File: config.mk
export PLATFORM = sky130hd
export DESIGN_NAME = binary_frame_streamer_flat
export DESIGN_NICKNAME = d
export VERILOG_FILES = /design/src/rtl/binary_frame_streamer_pkg.sv /design/src/rtl/binary_frame_streamer_if.sv /design/src/rtl/binary_frame_streamer_raster_counter.sv /design/src/rtl/binary_frame_streamer.sv /design/src/flat_wrapper.sv
export SDC_FILE = /design/constraint.sdc
export NUM_CORES = 1
export LEC_CHECK = 0
export CAP_MARGIN = 20
export CORE_MARGIN = 5
export CORE_UTILIZATION = 46
export DETAILED_ROUTE_END_ITERATION = 8
export PLACE_DENSITY = 0.74
export SYNTH_ARGS = -nofsm -noshare
export SYNTH_HDL_FRONTEND = slang
export SYNTH_SLANG_ARGS = --single-unit
File: constraint.sdc
create_clock -name clk -period 2.45 [get_ports clk]
set_clock_uncertainty 0.15 [all_clocks]
set_input_delay 0.49 -clock clk [delete_from_list [all_inputs] [get_ports clk]]
set_output_delay 0.49 -clock clk [all_outputs]
set_load 0.03 [all_outputs]
File: src/rtl/binary_frame_streamer_pkg.sv
// Shared gesture-pipeline constants (image geometry, coordinate width) and the
// frame streamer's state encoding.
package binary_frame_streamer_pkg;

    localparam int GEST_IMG_W   = 160;
    localparam int GEST_IMG_H   = 120;
    localparam int GEST_COORD_W = 8;

    localparam int BFS_WORD_W = 16;
    localparam int BFS_ADDR_W = 11;

    typedef logic [2:0] bfs_state_t;

    localparam bfs_state_t ST_IDLE   = 3'd0;
    localparam bfs_state_t ST_FETCH  = 3'd1;
    localparam bfs_state_t ST_LOAD   = 3'd2;
    localparam bfs_state_t ST_STREAM = 3'd3;
    localparam bfs_state_t ST_FINISH = 3'd4;

    // Number of memory words holding one packed 1-bit frame.
    function automatic int frame_words(input int img_w, input int img_h, input int word_w);
        return (img_w * img_h) / word_w;
    endfunction

endpackage

File: src/rtl/binary_frame_streamer_if.sv
// Frame-memory read port and pixel stream bundle between the frame streamer
// (master) and the memory / downstream feature extractor (slave).
interface binary_frame_streamer_if
    import binary_frame_streamer_pkg::*;
#(
    parameter int ADDR_W  = BFS_ADDR_W,
    parameter int WORD_W  = BFS_WORD_W,
    parameter int COORD_W = GEST_COORD_W
);

    logic               mem_rd;
    logic [ADDR_W-1:0]  mem_addr;
    logic [WORD_W-1:0]  mem_rdata;

    logic               pix_valid;
    logic               pix_ready;
    logic               pix_data;
    logic               pix_sof;
    logic               pix_eol;
    logic [COORD_W-1:0] pix_row;
    logic [COORD_W-1:0] pix_col;

    modport master (
        output mem_rd, mem_addr,
        input  mem_rdata,
        output pix_valid, pix_data, pix_sof, pix_eol, pix_row, pix_col,
        input  pix_ready
    );

    modport slave (
        input  mem_rd, mem_addr,
        output mem_rdata,
        input  pix_valid, pix_data, pix_sof, pix_eol, pix_row, pix_col,
        output pix_ready
    );

endinterface

File: src/rtl/binary_frame_streamer_raster_counter.sv
// Raster row/column counter with wrap and frame-position flags; also reused
// by the palm identification stage.
module raster_counter
    import binary_frame_streamer_pkg::*;
#(
    parameter int IMG_W   = GEST_IMG_W,
    parameter int IMG_H   = GEST_IMG_H,
    parameter int COORD_W = GEST_COORD_W
) (
    input  logic               clk,
    input  logic               rst,
    input  logic               clr,
    input  logic               adv,
    output logic [COORD_W-1:0] row,
    output logic [COORD_W-1:0] col,
    output logic               sof,
    output logic               eol,
    output logic               last
);

    localparam logic [COORD_W-1:0] COL_LAST = COORD_W'(IMG_W - 1);
    localparam logic [COORD_W-1:0] ROW_LAST = COORD_W'(IMG_H - 1);

    always_ff @(posedge clk) begin
        if (rst || clr) begin
            row <= '0;
            col <= '0;
        end else if (adv) begin
            if (col == COL_LAST) begin
                col <= '0;
                row <= (row == ROW_LAST) ? '0 : row + 1'b1;
            end else begin
                col <= col + 1'b1;
            end
        end
    end

    assign sof  = (row == '0) && (col == '0);
    assign eol  = (col == COL_LAST);
    assign last = eol && (row == ROW_LAST);

endmodule

File: src/rtl/binary_frame_streamer.sv
// Replays a stored 1-bit frame from word-wide memory as a raster pixel stream.
// Build option FRAME_STREAM_PREFETCH_EN overlaps the next word read with streaming.
//
//   state  | meaning
//   IDLE   | waiting for start
//   FETCH  | issue memory read for the next word
//   LOAD   | read data returns, captured into the shift register
//   STREAM | present shift_reg[0] as a pixel beat, shift on each transfer
//   FINISH | one-cycle done pulse, then back to IDLE
module binary_frame_streamer
    import binary_frame_streamer_pkg::*;
#(
    parameter int IMG_W  = GEST_IMG_W,
    parameter int IMG_H  = GEST_IMG_H,
    parameter int WORD_W = BFS_WORD_W,
    parameter int ADDR_W = BFS_ADDR_W
) (
    input  logic clk,
    input  logic rst,
    input  logic start,
    output logic busy,
    output logic done,
    binary_frame_streamer_if.master bus
);

    localparam int BIT_W = $clog2(WORD_W);
    localparam logic [BIT_W-1:0] BIT_LAST = BIT_W'(WORD_W - 1);

    bfs_state_t state;
    bfs_state_t state_nxt;

    logic [ADDR_W:0]         word_cnt;
    logic [WORD_W-1:0]       shift_reg;
    logic [WORD_W-1:0]       pf_word;
    logic [BIT_W-1:0]        bit_cnt;
    logic                    streaming;
    logic                    xfer;
    logic                    word_end;
    logic                    frame_start;
    logic                    fetch_rd;
    logic                    pf_rd;
    logic                    rd;
    logic                    reload;
    logic [GEST_COORD_W-1:0] rc_row;
    logic [GEST_COORD_W-1:0] rc_col;
    logic                    rc_sof;
    logic                    rc_eol;
    logic                    rc_last;

    assign frame_start = (state == ST_IDLE) && start;
    assign streaming   = (state == ST_STREAM);
    assign xfer        = streaming && bus.pix_ready;
    assign word_end    = (bit_cnt == BIT_LAST);
    assign fetch_rd    = (state == ST_FETCH);
    assign rd          = fetch_rd || pf_rd;

    raster_counter #(
        .IMG_W   (IMG_W),
        .IMG_H   (IMG_H),
        .COORD_W (GEST_COORD_W)
    ) u_raster (
        .clk  (clk),
        .rst  (rst),
        .clr  (frame_start),
        .adv  (xfer),
        .row  (rc_row),
        .col  (rc_col),
        .sof  (rc_sof),
        .eol  (rc_eol),
        .last (rc_last)
    );

`ifdef FRAME_STREAM_PREFETCH_EN
    localparam int WORDS = frame_words(IMG_W, IMG_H, WORD_W);
    localparam logic [ADDR_W:0] WORDS_C = (ADDR_W + 1)'(WORDS);

    logic pf_valid;
    logic pf_pend;

    // word_cnt already points past the streaming word, so reaching WORDS_C
    // means the current word is the last one and nothing is left to prefetch.
    assign pf_rd  = streaming && (bit_cnt == '0) && !pf_valid && !pf_pend
                    && (word_cnt != WORDS_C);
    assign reload = pf_valid;

    always_ff @(posedge clk) begin
        if (rst) begin
            pf_valid <= 1'b0;
            pf_pend  <= 1'b0;
            pf_word  <= '0;
        end else begin
            pf_pend <= pf_rd;
            if (state == ST_IDLE) begin
                pf_valid <= 1'b0;
            end else if (pf_pend) begin
                pf_word  <= bus.mem_rdata;
                pf_valid <= 1'b1;
            end else if (xfer && word_end) begin
                pf_valid <= 1'b0;
            end
        end
    end
`else
    assign pf_rd   = 1'b0;
    assign reload  = 1'b0;
    assign pf_word = '0;
`endif

    always_comb begin
        state_nxt = state;
        case (state)
            ST_IDLE:   if (start) state_nxt = ST_FETCH;
            ST_FETCH:  state_nxt = ST_LOAD;
            ST_LOAD:   state_nxt = ST_STREAM;
            ST_STREAM: begin
                if (xfer) begin
                    if (rc_last)
                        state_nxt = ST_FINISH;
                    else if (word_end && !reload)
                        state_nxt = ST_FETCH;
                end
            end
            ST_FINISH: state_nxt = ST_IDLE;
            default:   state_nxt = ST_IDLE;
        endcase
    end

    always_ff @(posedge clk) begin
        if (rst) begin
            state     <= ST_IDLE;
            word_cnt  <= '0;
            shift_reg <= '0;
            bit_cnt   <= '0;
        end else begin
            state <= state_nxt;

            if (frame_start)
                word_cnt <= '0;
            else if (rd)
                word_cnt <= word_cnt + (ADDR_W + 1)'(1);

            // Shifting in zeros leaves the register clear once a frame ends.
            if (state == ST_LOAD)
                shift_reg <= bus.mem_rdata;
            else if (xfer && word_end && reload)
                shift_reg <= pf_word;
            else if (xfer)
                shift_reg <= {1'b0, shift_reg[WORD_W-1:1]};

            if (frame_start)
                bit_cnt <= '0;
            else if (xfer)
                bit_cnt <= word_end ? '0 : bit_cnt + BIT_W'(1);
        end
    end

    assign busy = (state == ST_FETCH) || (state == ST_LOAD) || streaming;
    assign done = (state == ST_FINISH);

    assign bus.mem_rd   = rd;
    assign bus.mem_addr = rd ? word_cnt[ADDR_W-1:0] : '0;

    assign bus.pix_valid = streaming;
    assign bus.pix_data  = streaming && shift_reg[0];
    assign bus.pix_sof   = streaming && rc_sof;
    assign bus.pix_eol   = streaming && rc_eol;
    assign bus.pix_row   = rc_row;
    assign bus.pix_col   = rc_col;

endmodule
File: src/flat_wrapper.sv
// flat-port wrapper written by rule: the top's interface ports become plain ports
module binary_frame_streamer_flat import binary_frame_streamer_pkg::*;
#(
    parameter int IMG_W  = GEST_IMG_W,
    parameter int IMG_H  = GEST_IMG_H,
    parameter int WORD_W = BFS_WORD_W,
    parameter int ADDR_W = BFS_ADDR_W
)
  (clk, rst, start, busy, done, bus_mem_rd, bus_mem_addr, bus_mem_rdata, bus_pix_valid, bus_pix_data, bus_pix_sof, bus_pix_eol, bus_pix_row, bus_pix_col, bus_pix_ready);
  binary_frame_streamer_if #(.ADDR_W(ADDR_W), .WORD_W(WORD_W)) bus_i ();
  input  logic clk;
  input  logic rst;
  input  logic start;
  output logic busy;
  output logic done;
  output wire logic [$bits(bus_i.mem_rd)-1:0] bus_mem_rd;
  output wire logic [$bits(bus_i.mem_addr)-1:0] bus_mem_addr;
  input wire logic [$bits(bus_i.mem_rdata)-1:0] bus_mem_rdata;
  output wire logic [$bits(bus_i.pix_valid)-1:0] bus_pix_valid;
  output wire logic [$bits(bus_i.pix_data)-1:0] bus_pix_data;
  output wire logic [$bits(bus_i.pix_sof)-1:0] bus_pix_sof;
  output wire logic [$bits(bus_i.pix_eol)-1:0] bus_pix_eol;
  output wire logic [$bits(bus_i.pix_row)-1:0] bus_pix_row;
  output wire logic [$bits(bus_i.pix_col)-1:0] bus_pix_col;
  input wire logic [$bits(bus_i.pix_ready)-1:0] bus_pix_ready;
  assign bus_mem_rd = bus_i.mem_rd;
  assign bus_mem_addr = bus_i.mem_addr;
  assign bus_i.mem_rdata = bus_mem_rdata;
  assign bus_pix_valid = bus_i.pix_valid;
  assign bus_pix_data = bus_i.pix_data;
  assign bus_pix_sof = bus_i.pix_sof;
  assign bus_pix_eol = bus_i.pix_eol;
  assign bus_pix_row = bus_i.pix_row;
  assign bus_pix_col = bus_i.pix_col;
  assign bus_i.pix_ready = bus_pix_ready;
  binary_frame_streamer #(.IMG_W(IMG_W), .IMG_H(IMG_H), .WORD_W(WORD_W), .ADDR_W(ADDR_W)) u_core (.clk(clk), .rst(rst), .start(start), .busy(busy), .done(done), .bus(bus_i));
endmodule
==> flow_metrics.env <==
export IMPL_async_flop_share_pct=0
export IMPL_cp_required_ns=1.81
export IMPL_post_cts_buffers=0
export IMPL_die_w_um=82.79
export IMPL_rr_worst_depth=6
export IMPL_overflow=0
export IMPL_yosysMostFrequentCell="dfxtp_1"
export IMPL_synthTopCellsByArea="dfxtp_1 (41%), nand2_1 (7.4%), nor2_1 (6.5%)"
export IMPL_r2r_end="u_core.u_raster.row[6]"
export IMPL_post_drt_wl_per_cell_um=12.86
export IMPL_htreeDepth=2
export IMPL_critPathLaunchType="register"
export IMPL_critPathBufInv=2
export IMPL_yosysSeqAreaShare_pct=41.07
export IMPL_tightest_slew_ns=0.6140
export IMPL_cp_depth=4
export IMPL_fmax_ghz=0.4217
export IMPL_synth_cells=302
export IMPL_die_area_sq_mm=0.006854
export IMPL_core_area_sq_mm=0.005140
export IMPL_wirelength_mm=5.608
export IMPL_antenna_found_initial=0
export IMPL_vias=2301
export IMPL_fin_util_pct=63.92
export IMPL_synth_area_sq_mm=0.002437
export IMPL_final_setup_tns_ns=0
export IMPL_crit_path_top_delay_cell="or4_4"
export IMPL_cellLeakagePower_nw=1.217
export IMPL_drive_above_1_share_pct=14.48
export IMPL_ys_types=38
export IMPL_syn_nets=328
export IMPL_hpwl_mm=4.196
export IMPL_cts_buffers=5
export IMPL_cap_violations=0
export IMPL_endpoint_kind="output pin"
export IMPL_drtPass1Iterations=4
export IMPL_drc=0
export IMPL_slew_viol_final=0
export IMPL_yosys_top_cells_count="dfxtp_1 (50), nand2_1 (48), nor2_1 (42), clkbuf_1 (16), a311oi_1 (15)"
export IMPL_clock_sinks=50
export IMPL_cp_data_arrival_time_ns=1.73
export IMPL_cts_root_buf="clkbuf_8"
export IMPL_post_route_period_util_pct=96.79
export IMPL_power_density_mw_per_mm2=537.9
export IMPL_cp_top_family="simple AND/OR/NAND/NOR gates"
export IMPL_cts_tree="done"
export IMPL_cp_cell_sequence="buf_4 -> or4_4 -> nor4_4 -> buf_4"
export IMPL_grt_pass1_vias=2072
export IMPL_critical_path_max_stage_delay_ns=0.54
export IMPL_cts_path_max_buffers=2
export IMPL_grt_usage_pct=17.38
export IMPL_synth_edf_count=0
export IMPL_reg2reg_from="u_core.u_raster.col[1]"
export IMPL_cp_endpoint="bus_pix_sof"
export IMPL_postCtsHoldBufs=0
export IMPL_crit_start="u_core.u_raster.col[5]"
export IMPL_synth_top_cell_area_share_pct=41.07
export IMPL_grt_first_pass_wirelength_mm=9.328
export IMPL_io_buffers=53
export IMPL_initial_core_util_pct=47.42
export IMPL_largest_reg_flops=16
export IMPL_ant_nets=0
export IMPL_grt_setup_unrepaired="false"
export IMPL_max_slew_margin_pct=59.07
export IMPL_ys_ff_latch=50
export IMPL_ys_flop_type="dfxtp_1"
export IMPL_place_congestion=0.8458
export IMPL_hold_path_class="reg -> reg"
export IMPL_antennaDiodeCount=0
export IMPL_num_fill_cells=469
export IMPL_row_count=26
export IMPL_fin_cells=436
export IMPL_crit_top_cell="buf_4"
export IMPL_clk_latency_ns=0.30
export IMPL_fin_crit_ns=2.371
export IMPL_path_class="reg -> out"
export IMPL_dp_slack_ns=0.04893
export IMPL_worst_slack_ns=0.07860
export IMPL_synth_largest_area_cell="dfxtp_1"
export IMPL_ios=54
export IMPL_die_height_um=82.79
export IMPL_worst_path_max_fanout=6
export IMPL_cts_reportedPaths_clkPinSlew_ns=0.09
export IMPL_ff2ff_setup_slack_ns=0.41
export IMPL_viasPerCell=5.278
export IMPL_setup_viol=0
export IMPL_area_growth_pct=34.80
export IMPL_yosys_warnings=0
export IMPL_fin_nets=391
export IMPL_hold_violations=0
export IMPL_synth_avg_cell_area_sq_um=8.071
export IMPL_vdd_ir_drop_max_uv=309.8
export IMPL_drt_first_iter_violations=122
export IMPL_grt_max_degree=33
export IMPL_status="complete, no violations"
export IMPL_dpl_cell_count=428
-- power by group --
group          internal (mW)  total (mW)  switching, mW
clock network          0.435       0.708          0.273
registers              0.844       0.862         0.0175
logic                 0.0919       0.198          0.106
total                   1.37        1.77          0.396
-- kinds of logic after synthesis --
| logic type | share of synthesized area, % |
|---|---|
| AND/OR/NAND/NOR | 32.03 |
| flip-flops | 41.07 |
| AO/OA/AOI/OAI | 11.04 |
| buffers and inverters | 4.774 |
| XOR/XNOR | 7.187 |
| adder cells (fa/ha/maj) | 3.080 |
| multiplexers | 0.8214 |
-- per-stage QoR --
stage | instance area (sq um) | power (mW) | hold slack, ns
after floorplan | 2450 | 0.9969 | 0.2981
after global placement | 3132 | 1.075 | 0.3076
after detailed placement | 3132 | 1.079 | 0.3177
after CTS | 3271 | 1.784 | 0.3330
after global routing | 3286 | 1.842 | 0.3536
final | 3286 | 1.767 | 0.3309
-- how the worst min path moves through the flow --
stage | from | end | slack [ns] | cells past startpoint
detailed placement | u_core.shift_reg[0] | u_core.shift_reg[0] | 0.32 | 2
CTS | u_core.shift_reg[15] | u_core.shift_reg[15] | 0.33 | 2
finish | u_core.shift_reg[0] | u_core.shift_reg[0] | 0.33 | 2
global placement | u_core.shift_reg[15] | u_core.shift_reg[15] | 0.31 | 2
floorplan | u_core.shift_reg[15] | u_core.shift_reg[15] | 0.30 | 2
global route | u_core.shift_reg[15] | u_core.shift_reg[15] | 0.35 | 2
-- layout by cell type (no fill, tap or decap), types with 2 or more instances in the layout --
| cell type | instances |
|---|---|
| dfxtp_1 | 50 |
| nand2_1 | 48 |
| nor2_1 | 42 |
| clkdlybuf4s50_1 | 37 |
| buf_4 | 35 |
| a311oi_1 | 15 |
| nand3_1 | 12 |
| xnor2_1 | 12 |
| and2_1 | 11 |
| a21oi_1 | 11 |
| inv_1 | 10 |
| xor2_1 | 8 |
| o21ai_0 | 7 |
| or3_1 | 7 |
| nor3_1 | 6 |
| ha_1 | 6 |
| clkbuf_8 | 6 |
| nor4_1 | 5 |
| nand4_1 | 5 |
| or4_4 | 3 |
| and3_1 | 3 |
| dlygate4sd2_1 | 3 |
| nor3b_1 | 2 |
| o21bai_1 | 2 |
| mux2i_1 | 2 |
| bufinv_16 | 2 |
-- tightest hold or removal path, cell delays in order (launching register included) --
cell	delay, ns
dfxtp_1	0.31
nand2_1	0.05
a311oi_1	0.08
-- routing by layer --
layer  GRT usage (%)  wire length (um)  vias to the layer above  part of all wire, %
met3           3.132               267                        6                  4.8
li1                -                 -                     1166                    -
met5               0                 0                        -                    0
met1           22.31              2527                     1082                   45
met4           4.412                51                        0                 0.91
met2           30.05              2761                       47                   49
-- layout make-up --
class	instances	area [sq um]	area share [%]
Sequential cell	50	1001	30.46
Multi-Input combinational cell	222	1345	40.94
Clock buffer	6	82.58	2.513
Inverter	10	37.54	1.142
Clock inverter	2	60.06	1.828
Tap cell	70	87.58	2.666
Timing Repair Buffer	76	671.9	20.45
-- what timing repair did --
action,4_1_cts,5_1_grt
pin swaps,0,1
endpoints found under the setup margin,3,2
resized for setup,3,3
No activity file was read; power rests on OpenSTA's default activity.
